$ cat src/rtl/dbus_core_port_pkg.sv
// Shared definitions for the per-core data-bus initiator: bus geometry, op codes,
// FSM encoding and the request-field bundle that is held on the bus.
package dbus_core_port_pkg;

    localparam int NCORES         = 4;
    localparam int DMEM_ADDRW_DEF = 14;

    localparam logic [3:0] OP_LB  = 4'd0;
    localparam logic [3:0] OP_LH  = 4'd1;
    localparam logic [3:0] OP_LW  = 4'd2;
    localparam logic [3:0] OP_LBU = 4'd3;
    localparam logic [3:0] OP_LHU = 4'd4;
    localparam logic [3:0] OP_SB  = 4'd5;
    localparam logic [3:0] OP_SH  = 4'd6;
    localparam logic [3:0] OP_SW  = 4'd7;
    localparam logic [3:0] OP_LR  = 4'd8;
    localparam logic [3:0] OP_SC  = 4'd9;

    typedef enum logic [1:0] {
        ST_IDLE  = 2'd0,
        ST_ISSUE = 2'd1,
        ST_RESP  = 2'd2,
        ST_ERR   = 2'd3
    } state_e;

    typedef struct packed {
        logic        re;
        logic        we;
        logic        is_lr;
        logic        is_sc;
        logic [3:0]  wstrb;
        logic [31:0] wdata;
    } dbus_fields_t;

    // Undefined op codes are reported as errors so they never reach the bus.
    function automatic logic op_misaligned(input logic [3:0] op, input logic [1:0] off);
        case (op)
            OP_LB, OP_LBU, OP_SB:       return 1'b0;
            OP_LH, OP_LHU, OP_SH:       return off[0];
            OP_LW, OP_SW, OP_LR, OP_SC: return off != 2'b00;
            default:                    return 1'b1;
        endcase
    endfunction

endpackage

$ cat src/rtl/dbus_core_port_load_fmt.sv
// Turns the raw bus word into the value handed back to the core: lane select,
// sign/zero extension for loads, the SC status bit, zero for stores.
module dbus_load_fmt
    import dbus_core_port_pkg::*;
(
    input  logic [3:0]  op,
    input  logic [1:0]  off,
    input  logic [31:0] raw,
    output logic [31:0] data
);

    logic [7:0]  byte_sel;
    logic [15:0] half_sel;

    always_comb begin
        byte_sel = raw[{off, 3'b000} +: 8];
        half_sel = raw[{off[1], 4'b0000} +: 16];
        data     = '0;
        case (op)
            OP_LB:        data = {{24{byte_sel[7]}}, byte_sel};
            OP_LBU:       data = {24'b0, byte_sel};
            OP_LH:        data = {{16{half_sel[15]}}, half_sel};
            OP_LHU:       data = {16'b0, half_sel};
            OP_LW, OP_LR: data = raw;
            OP_SC:        data = {31'b0, raw[0]};
            default:      data = '0;
        endcase
    end

endmodule

$ cat src/rtl/dbus_core_port.sv
// Per-core data-bus initiator: one load/store/LR/SC in flight, bus fields held
// across arbiter stalls, formatted response pulsed back to the memory stage.
module dbus_core_port
    import dbus_core_port_pkg::*;
#(
    parameter int DMEM_ADDRW = DMEM_ADDRW_DEF
) (
    input  logic                  clk_i,
    input  logic                  rst_i,
    input  logic                  req_valid_i,
    output logic                  req_ready_o,
    input  logic [3:0]            req_op_i,
    input  logic [31:0]           req_addr_i,
    input  logic [31:0]           req_wdata_i,
    output logic                  resp_valid_o,
    output logic [31:0]           resp_data_o,
    output logic                  resp_err_o,
    output logic                  dbus_re_o,
    output logic                  dbus_we_o,
    output logic [DMEM_ADDRW-1:0] dbus_addr_o,
    output logic [31:0]           dbus_wdata_o,
    output logic [3:0]            dbus_wstrb_o,
    output logic                  dbus_is_lr_o,
    output logic                  dbus_is_sc_o,
    input  logic [31:0]           dbus_rdata_i,
    input  logic                  dbus_stall_i
);

    state_e                state_q, state_d;
    logic [3:0]            op_q;
    logic [1:0]            off_q;
    dbus_fields_t          fld_q, fld_d;
    logic [DMEM_ADDRW-1:0] addr_q;
    logic                  resp_valid_q, resp_err_q;
    logic [31:0]           resp_data_q;
    logic [31:0]           fmt_data;
    logic                  bad_req;
    logic                  unused_addr_hi;

    assign unused_addr_hi = ^req_addr_i[31:DMEM_ADDRW+2];
    assign bad_req        = op_misaligned(req_op_i, req_addr_i[1:0]);

    always_comb begin
        fld_d = '0;
        case (req_op_i)
            OP_LB, OP_LH, OP_LW, OP_LBU, OP_LHU: fld_d.re = 1'b1;
            OP_LR: begin
                fld_d.re    = 1'b1;
                fld_d.is_lr = 1'b1;
            end
            OP_SB: begin
                fld_d.we    = 1'b1;
                fld_d.wstrb = 4'b0001 << req_addr_i[1:0];
                fld_d.wdata = {4{req_wdata_i[7:0]}};
            end
            OP_SH: begin
                fld_d.we    = 1'b1;
                fld_d.wstrb = 4'b0011 << req_addr_i[1:0];
                fld_d.wdata = {2{req_wdata_i[15:0]}};
            end
            OP_SW, OP_SC: begin
                fld_d.we    = 1'b1;
                fld_d.is_sc = (req_op_i == OP_SC);
                fld_d.wstrb = 4'b1111;
                fld_d.wdata = req_wdata_i;
            end
            default: ;
        endcase
    end

    always_comb begin
        state_d = state_q;
        case (state_q)
            ST_IDLE:  if (req_valid_i) state_d = bad_req ? ST_ERR : ST_ISSUE;
            ST_ISSUE: if (!dbus_stall_i) state_d = ST_RESP;
            ST_RESP:  state_d = ST_IDLE;
            ST_ERR:   state_d = ST_IDLE;
            default:  state_d = ST_IDLE;
        endcase
    end

    // Response regs default to zero every cycle so valid/err/data read as pulses;
    // an error response is raised while sitting in ERR, a normal one the cycle after RESP.
    always_ff @(posedge clk_i) begin
        if (rst_i) begin
            state_q      <= ST_IDLE;
            op_q         <= '0;
            off_q        <= '0;
            fld_q        <= '0;
            addr_q       <= '0;
            resp_valid_q <= 1'b0;
            resp_err_q   <= 1'b0;
            resp_data_q  <= '0;
        end else begin
            state_q      <= state_d;
            resp_valid_q <= 1'b0;
            resp_err_q   <= 1'b0;
            resp_data_q  <= '0;
            case (state_q)
                ST_IDLE: begin
                    if (req_valid_i) begin
                        op_q  <= req_op_i;
                        off_q <= req_addr_i[1:0];
                        if (bad_req) begin
                            resp_valid_q <= 1'b1;
                            resp_err_q   <= 1'b1;
                        end else begin
                            fld_q  <= fld_d;
                            addr_q <= req_addr_i[DMEM_ADDRW+1:2];
                        end
                    end
                end
                ST_ISSUE: begin
                    if (!dbus_stall_i) begin
                        fld_q  <= '0;
                        addr_q <= '0;
                    end
                end
                ST_RESP: begin
                    resp_valid_q <= 1'b1;
                    resp_data_q  <= fmt_data;
                end
                default: ;
            endcase
        end
    end

    dbus_load_fmt u_fmt (
        .op   (op_q),
        .off  (off_q),
        .raw  (dbus_rdata_i),
        .data (fmt_data)
    );

    assign req_ready_o  = (state_q == ST_IDLE);
    assign resp_valid_o = resp_valid_q;
    assign resp_err_o   = resp_err_q;
    assign resp_data_o  = resp_data_q;
    assign dbus_re_o    = fld_q.re;
    assign dbus_we_o    = fld_q.we;
    assign dbus_is_lr_o = fld_q.is_lr;
    assign dbus_is_sc_o = fld_q.is_sc;
    assign dbus_wstrb_o = fld_q.wstrb;
    assign dbus_wdata_o = fld_q.wdata;
    assign dbus_addr_o  = addr_q;

endmodule

$ cat config.mk
export PLATFORM = sky130hd
export DESIGN_NAME = dbus_core_port
export DESIGN_NICKNAME = d
export VERILOG_FILES = /design/src/rtl/dbus_core_port_pkg.sv /design/src/rtl/dbus_core_port_load_fmt.sv /design/src/rtl/dbus_core_port.sv
export SDC_FILE = /design/constraint.sdc
export NUM_CORES = 1
export LEC_CHECK = 0
export ABC_AREA = 1
export CORE_MARGIN = 4
export CORE_UTILIZATION = 40
export CTS_CLUSTER_DIAMETER = 50
export DETAILED_ROUTE_END_ITERATION = 8
export PLACE_DENSITY_LB_ADDON = 0.15
export RECOVER_POWER = 25
export SETUP_SLACK_MARGIN = 0.15
export SLEW_MARGIN = 20
export SYNTH_ARGS = -nofsm -noshare
export SYNTH_HDL_FRONTEND = slang
export SYNTH_SLANG_ARGS = --single-unit
$ cat constraint.sdc
create_clock -name clk_i -period 3.8 [get_ports clk_i]
set_input_delay 0.76 -clock clk_i [delete_from_list [all_inputs] [get_ports clk_i]]
set_output_delay 0.76 -clock clk_i [all_outputs]
set_load 0.02 [all_outputs]
==> results of run 1 <==
[per-layer routing]
layer  part of all wire (%)  routed length [µm]
met1                     44                6320
met5                      0                   0
met2                     46                6630
met4                    1.6                 229
met3                    8.8                1260
[worst max-delay path: cells and delay by family]
kind | cells | cell delay (ps)
buffers and inverters | 3 | 980
AND/OR/NAND/NOR | 11 | 1550
[area by class of cell]
class	count	share of cell area, %
Clock buffer	13	3.86
Sequential cell	96	27.4
Multi-Input combinational cell	561	33.0
Timing Repair Buffer	184	26.3
Clock inverter	3	0.339
Tap cell	147	2.62
Inverter	120	6.43
[metrics by stage]
stage / std cells / power (W) / hold slack, ps
after detailed placement: 1108 / 0.00209 / 470
after global placement: 1108 / 0.00208 / 465
after floorplan: 813 / 0.00172 / 457
after global routing: 1124 / 0.00314 / 512
final: 1124 / 0.00296 / 482
after CTS: 1124 / 0.00299 / 486
[report_power, final]
| group | switching [W] | leakage (nW) | internal, W |
|---|---|---|---|
| sequential | 0.0000504 | 0.786 | 0.00110 |
| combinational | 0.000526 | 2.71 | 0.000382 |
| clock | 0.000397 | 0.138 | 0.000501 |
| total | 0.000973 | 3.63 | 0.00198 |
[synthesized netlist by cell type, drive strengths merged]
master  number  area, µm²
inv        119        447
a21oi       44        220
nand3       32        160
o22ai        1       6.26
nor3         3       15.0
o21bai       1       7.51
o211ai       4       30.0
dfxtp       96       1920
or2          2       12.5
a31oi       12       75.1
nand2      300       1140
o21ai       17       88.8
buf         19        118
clkbuf      17       63.8
clkinv       1       3.75
nor2       145        564
[worst paths after layout]
check	start	endpoint	slack (ps)	cells past startpoint
max	req_op_i[3]	dbus_wstrb_o[3]	770	14
min	dbus_addr_o[2]	dbus_addr_o[2]	480	2
max reg2reg	off_q[1]	resp_data_o[20]	1410	10
min reg2reg	dbus_addr_o[2]	dbus_addr_o[2]	480	2
[cell families after synthesis]
group / synth area share [%]
AO/OA/AOI/OAI: 8.78
buffers and inverters: 13.0
flip-flops: 39.4
AND/OR/NAND/NOR: 38.8
[cell usage in the layout (no fill, tap or decap), types with 2 or more instances in the layout]
| cell | n |
|---|---|
| inv_1 | 112 |
| dfxtp_1 | 96 |
| clkbuf_16 | 9 |
| clkbuf_8 | 3 |
| dlygate4sd3_1 | 33 |
| o21ai_1 | 2 |
| o211ai_1 | 4 |
| nand3_1 | 32 |
| nor3_1 | 3 |
| o21ai_0 | 14 |
| inv_2 | 8 |
| a21oi_1 | 44 |
| nor2_1 | 142 |
| nand2_1 | 296 |
| clkinvlp_4 | 2 |
| clkdlybuf4s50_1 | 143 |
| nand2_2 | 3 |
| buf_4 | 6 |
| nor2_2 | 2 |
| a31oi_1 | 12 |
| buf_12 | 2 |
[sequential cells by signal, indices dropped and copies added (netlist names), 2 cells and up]
register / count
op_q: 4
dbus_addr_o: 14
dbus_wdata_o: 32
dbus_wstrb_o: 4
state_q: 2
off_q: 2
resp_data_o: 32
==> impl_metrics.tcl, run 1 <==
set metrics [dict create \
    cts_buffers 9 \
    initial_core_util_pct 40.8 \
    status "finished clean" \
    cts_hold_buf 0 \
    yosys_warnings 0 \
    grt_use_total_pct 20.4 \
    rows 40 \
    slew-limit-headroom_pct 9.27 \
    grt_pass1_wl_um 23100 \
    h-tree-depth 3 \
    yosys_register_bits 96 \
    setup_viol 0 \
    crit_type "in -> reg" \
    top_usage_layer "met2" \
    avgSynthCellArea_um2 6.00 \
    io_buffer_count 176 \
    tightestPinTransition_ps 1360 \
    dp_hpwl_um 10500 \
    grt_util_met3_pct 7.08 \
    cp_max_fo 34 \
    worstPathCellList "dlygate4sd3_1 -> inv_2 -> nand2_1 -> nor2_2 -> nor2_1 -> nand2_1 -> nand2_1 -> nand2_2 -> nand2_4 -> nand2_2 -> buf_12 -> nand2_1 -> nand2_1 -> nor2_1" \
    pre_cts_slack_ps 711 \
    post_cts_buffers 0 \
    first_pass_iters 4 \
    clockBufferDepth 2 \
    cts_tree "yes" \
    arrival_ps 3310 \
    maxSlewViolCount 0 \
    critPathSlowestCell "dlygate4sd3_1" \
    post-route-period-util_pct 79.9 \
    grt_pass1_vias 4726 \
    dieArea_mm2 0.0140 \
    worst_slack_ps 765 \
    place_area_mm2 0.00672 \
    synthDistinctLibCells 26 \
    syn-num-nets 917 \
    ir_worst_vdd_mv 0.245 \
    die_w_um 118 \
    grt_max_degree 46 \
    synth_cells 813 \
    drt-initial-drc-count 500 \
    coreArea_mm2 0.0120 \
    clkLatencyLatePin_ps 350 \
    syn_area_mm2 0.00487 \
    pin_count 193 \
    place.gp.congestion 0.882 \
    fmax_mhz 330 \
    final_area_mm2 0.00701 \
    viasPerCell 4.60 \
    wl_per_cell_um 12.8 \
    cts-resized-gates 0 \
    root_buffer "clkbuf_16" \
    cap_violations 0 \
    cpMostUsedCell "nand2_1" \
    max_stage_delay_ps 640 \
    path_clk_slew_ps 70 \
    multi_input_area_mm2 0.00231 \
    cp.required_ps 4080 \
    synthToLayoutAreaGrowth_pct 43.8 \
    critPathCaptureType "flop" \
    clock-sinks 96 \
    clock_skew_ps 9.24 \
    fin_crit_ps 3030 \
    hold_viol 0 \
    tns_ps 0 \
    ff_latch_area_mm2 0.00192 \
    drc_errors 0 \
    rsz0062_at_grt "no" \
    vias 5174 \
    drive_above_1_share_pct 4.09 \
    grt_use_met1_pct 25.2 \
    die_h_um 118 \
    p_per_area_mw_per_mm2 422 \
    leakage_nw 3.63 \
    grt.overflow.total 0 \
    ys_seq_area_share_pct 39.4 \
    antenna_found_initial 0 \
    routed_wl_um 14400 \
    ant_nets 0 \
    hold_class "reg -> reg" \
    nets 1076 \
    use_met2_pct 33.2 \
    worst_setup_path_start_kind "primary input" \
    fillers 1194 \
    n_antenna_cell 0 \
    postLayoutCoreUtil_pct 58.6 \
]
Note: power is estimated with default switching activity, not from simulation.
==> run 2, diff against run 1 <==
clock period = 3.2 ns   (was 3.8 ns; I/O delays follow)
==> run 2 against run 1 <==
Net effect: power up 26%; clock-buffer cell count down 3; cell count up 0.18%; critical path depth unchanged; sequential share of layout area down 0.23 points; critical path type unchanged.
==> impl_metrics.tcl, run 2 (synthesis gave the netlist of run 1 again) <==
set metrics [dict create \
    top_usage_layer "met2" \
    place_area_mm2 0.00673 \
    grt_util_met3_pct 7.75 \
    critPathSlowestCell "dlygate4sd3_1" \
    regToRegEndpoint "resp_data_o[6]" \
    fmax_mhz 398 \
    reg2reg_from "op_q[0]" \
    initial_core_util_pct 40.8 \
    first_pass_iters 5 \
    final_area_mm2 0.00707 \
    use_met2_pct 33.2 \
    io_buffer_count 176 \
    die_w_um 118 \
    dp_hpwl_um 10400 \
    grt_use_total_pct 20.3 \
    hp-start "dbus_we_o" \
    die_h_um 118 \
    clock_skew_ps 6.55 \
    coreArea_mm2 0.0120 \
    hold-worst-slack_ps 482 \
    drt-initial-drc-count 401 \
    crit_family "simple AND/OR/NAND/NOR gates" \
    leakage_nw 3.68 \
    h-tree-depth 3 \
    vias 5237 \
    rsz0062_at_grt "no" \
    status "finished clean" \
    reg2reg_depth 7 \
    multi_input_area_mm2 0.00231 \
    synthToLayoutAreaGrowth_pct 45.0 \
    crit_type "in -> reg" \
    hold_viol 0 \
    totalPowerFinal_w 0.00372 \
    cp_max_fo 84 \
    ff_latch_area_mm2 0.00192 \
    fin_crit_ps 2520 \
    post_cts_buffers 0 \
    cp.depth 14 \
    worstHoldEndpoint "dbus_we_o" \
    drc_errors 0 \
    worst_setup_path_start_kind "primary input" \
    cpMostUsedCell "nand2_1" \
    wl_per_cell_um 12.9 \
    cts_hold_buf 0 \
    nets 1078 \
    critPathBufInv 3 \
    drive_above_1_share_pct 4.39 \
    grt_pass1_wl_um 23000 \
    place.gp.congestion 0.849 \
    clock-sinks 96 \
    maxSlewViolCount 0 \
    arrival_ps 2810 \
    worstPathCellList "dlygate4sd3_1 -> inv_2 -> nand2_1 -> nor2_2 -> nor2_1 -> nand2_1 -> nand2_1 -> nand2_2 -> nand2_4 -> nand2_2 -> buf_12 -> nand2_1 -> nand2_1 -> nor2_1" \
    tns_ps 0 \
    final_cell_mix "296 x nand2_1, 142 x nor2_1, 142 x clkdlybuf4s50_1" \
    grt_max_degree 85 \
    dp.cells 1110 \
    viasPerCell 4.65 \
    setup_viol 0 \
    layout.cells.non_filler 1126 \
    routed_wl_um 14500 \
    root_buffer "clkbuf_16" \
    cts-resized-gates 0 \
    dieArea_mm2 0.0140 \
    clockBufferDepth 2 \
    p_per_area_mw_per_mm2 526 \
    grt_pass1_vias 4674 \
    clkLatencyLatePin_ps 350 \
    n_antenna_cell 0 \
    cap_violations 0 \
    ff2ff_setup_slack_ps 1030 \
    cp.required_ps 3490 \
    antenna_found_initial 0 \
    grt_use_met1_pct 24.5 \
    slew-limit-headroom_pct 14.8 \
    post-route-period-util_pct 78.6 \
    fillers 1178 \
    hold_class "reg -> reg" \
    grt.overflow.total 0 \
    critPathCaptureType "flop" \
    ir_worst_vdd_mv 0.277 \
    min_path_cells 2 \
    max_stage_delay_ps 630 \
    pin_count 193 \
    final_common_cell "nand2_1" \
    cts_buffers 9 \
    rows 40 \
    path_clk_slew_ps 70 \
    cts_tree "yes" \
    tightestPinTransition_ps 1280 \
    ant_nets 0 \
]
[run 2: cell types whose count changed in the layout (fill, tap and decap cells not counted)]
cell	before	now
clkdlybuf4s50_1	143	142
buf_4	6	9
bufinv_16	0	3
inv_6	1	2
buf_12	2	1
dlygate4sd3_1	33	34
clkinvlp_4	2	0
clkbuf_8	3	1
clkinv_2	0	1
clkbuf_1	1	0
[run 2: cell type report]
type | instances | share of cell area, %
sequential | 96 | 27.2
tap | 147 | 2.60
timing repair buffer | 186 | 26.2
inverter | 120 | 6.37
multi-input combinational | 561 | 32.7
clock inverter | 6 | 1.59
clock buffer | 10 | 3.38
[run 2: per-stage QoR]
stage                     setup WS (ps)  util (%)
after detailed placement            522      56.2
final                               685      59.1
after global routing                530      59.1
after CTS                           877      59.2
after floorplan                    1370         -
after global placement              523      56.2
[run 2: worst register-to-register path: stages, from the launching register on]
cell and delay, ps:
dfxtp_1 330, nor2_1 180, nand2_1 60, o21ai_0 820
a21oi_1 230, inv_1 240, nand2_1 80, a31oi_1 150
[run 2: how the worst max path moves through the flow]
stage / endpoint / start
after global placement: dbus_wdata_o[18] / req_op_i[2]
after global routing: dbus_wdata_o[2] / req_op_i[2]
after detailed placement: dbus_wdata_o[0] / req_op_i[2]
final: dbus_addr_o[6] / req_op_i[2]
after floorplan: dbus_is_lr_o / req_op_i[2]
after CTS: req_ready_o / state_q[1]
[run 2: power breakdown]
part	internal, W	switching (W)
sequential	0.00131	0.0000558
combinational	0.000451	0.000629
clock	0.000790	0.000486
total	0.00255	0.00117
[run 2: metal layers]
layer,share of wire (%),vias up
met4,2.3,0
met2,45,171
met3,8.5,20
met1,44,2285
li1,-,2761
met5,0,-
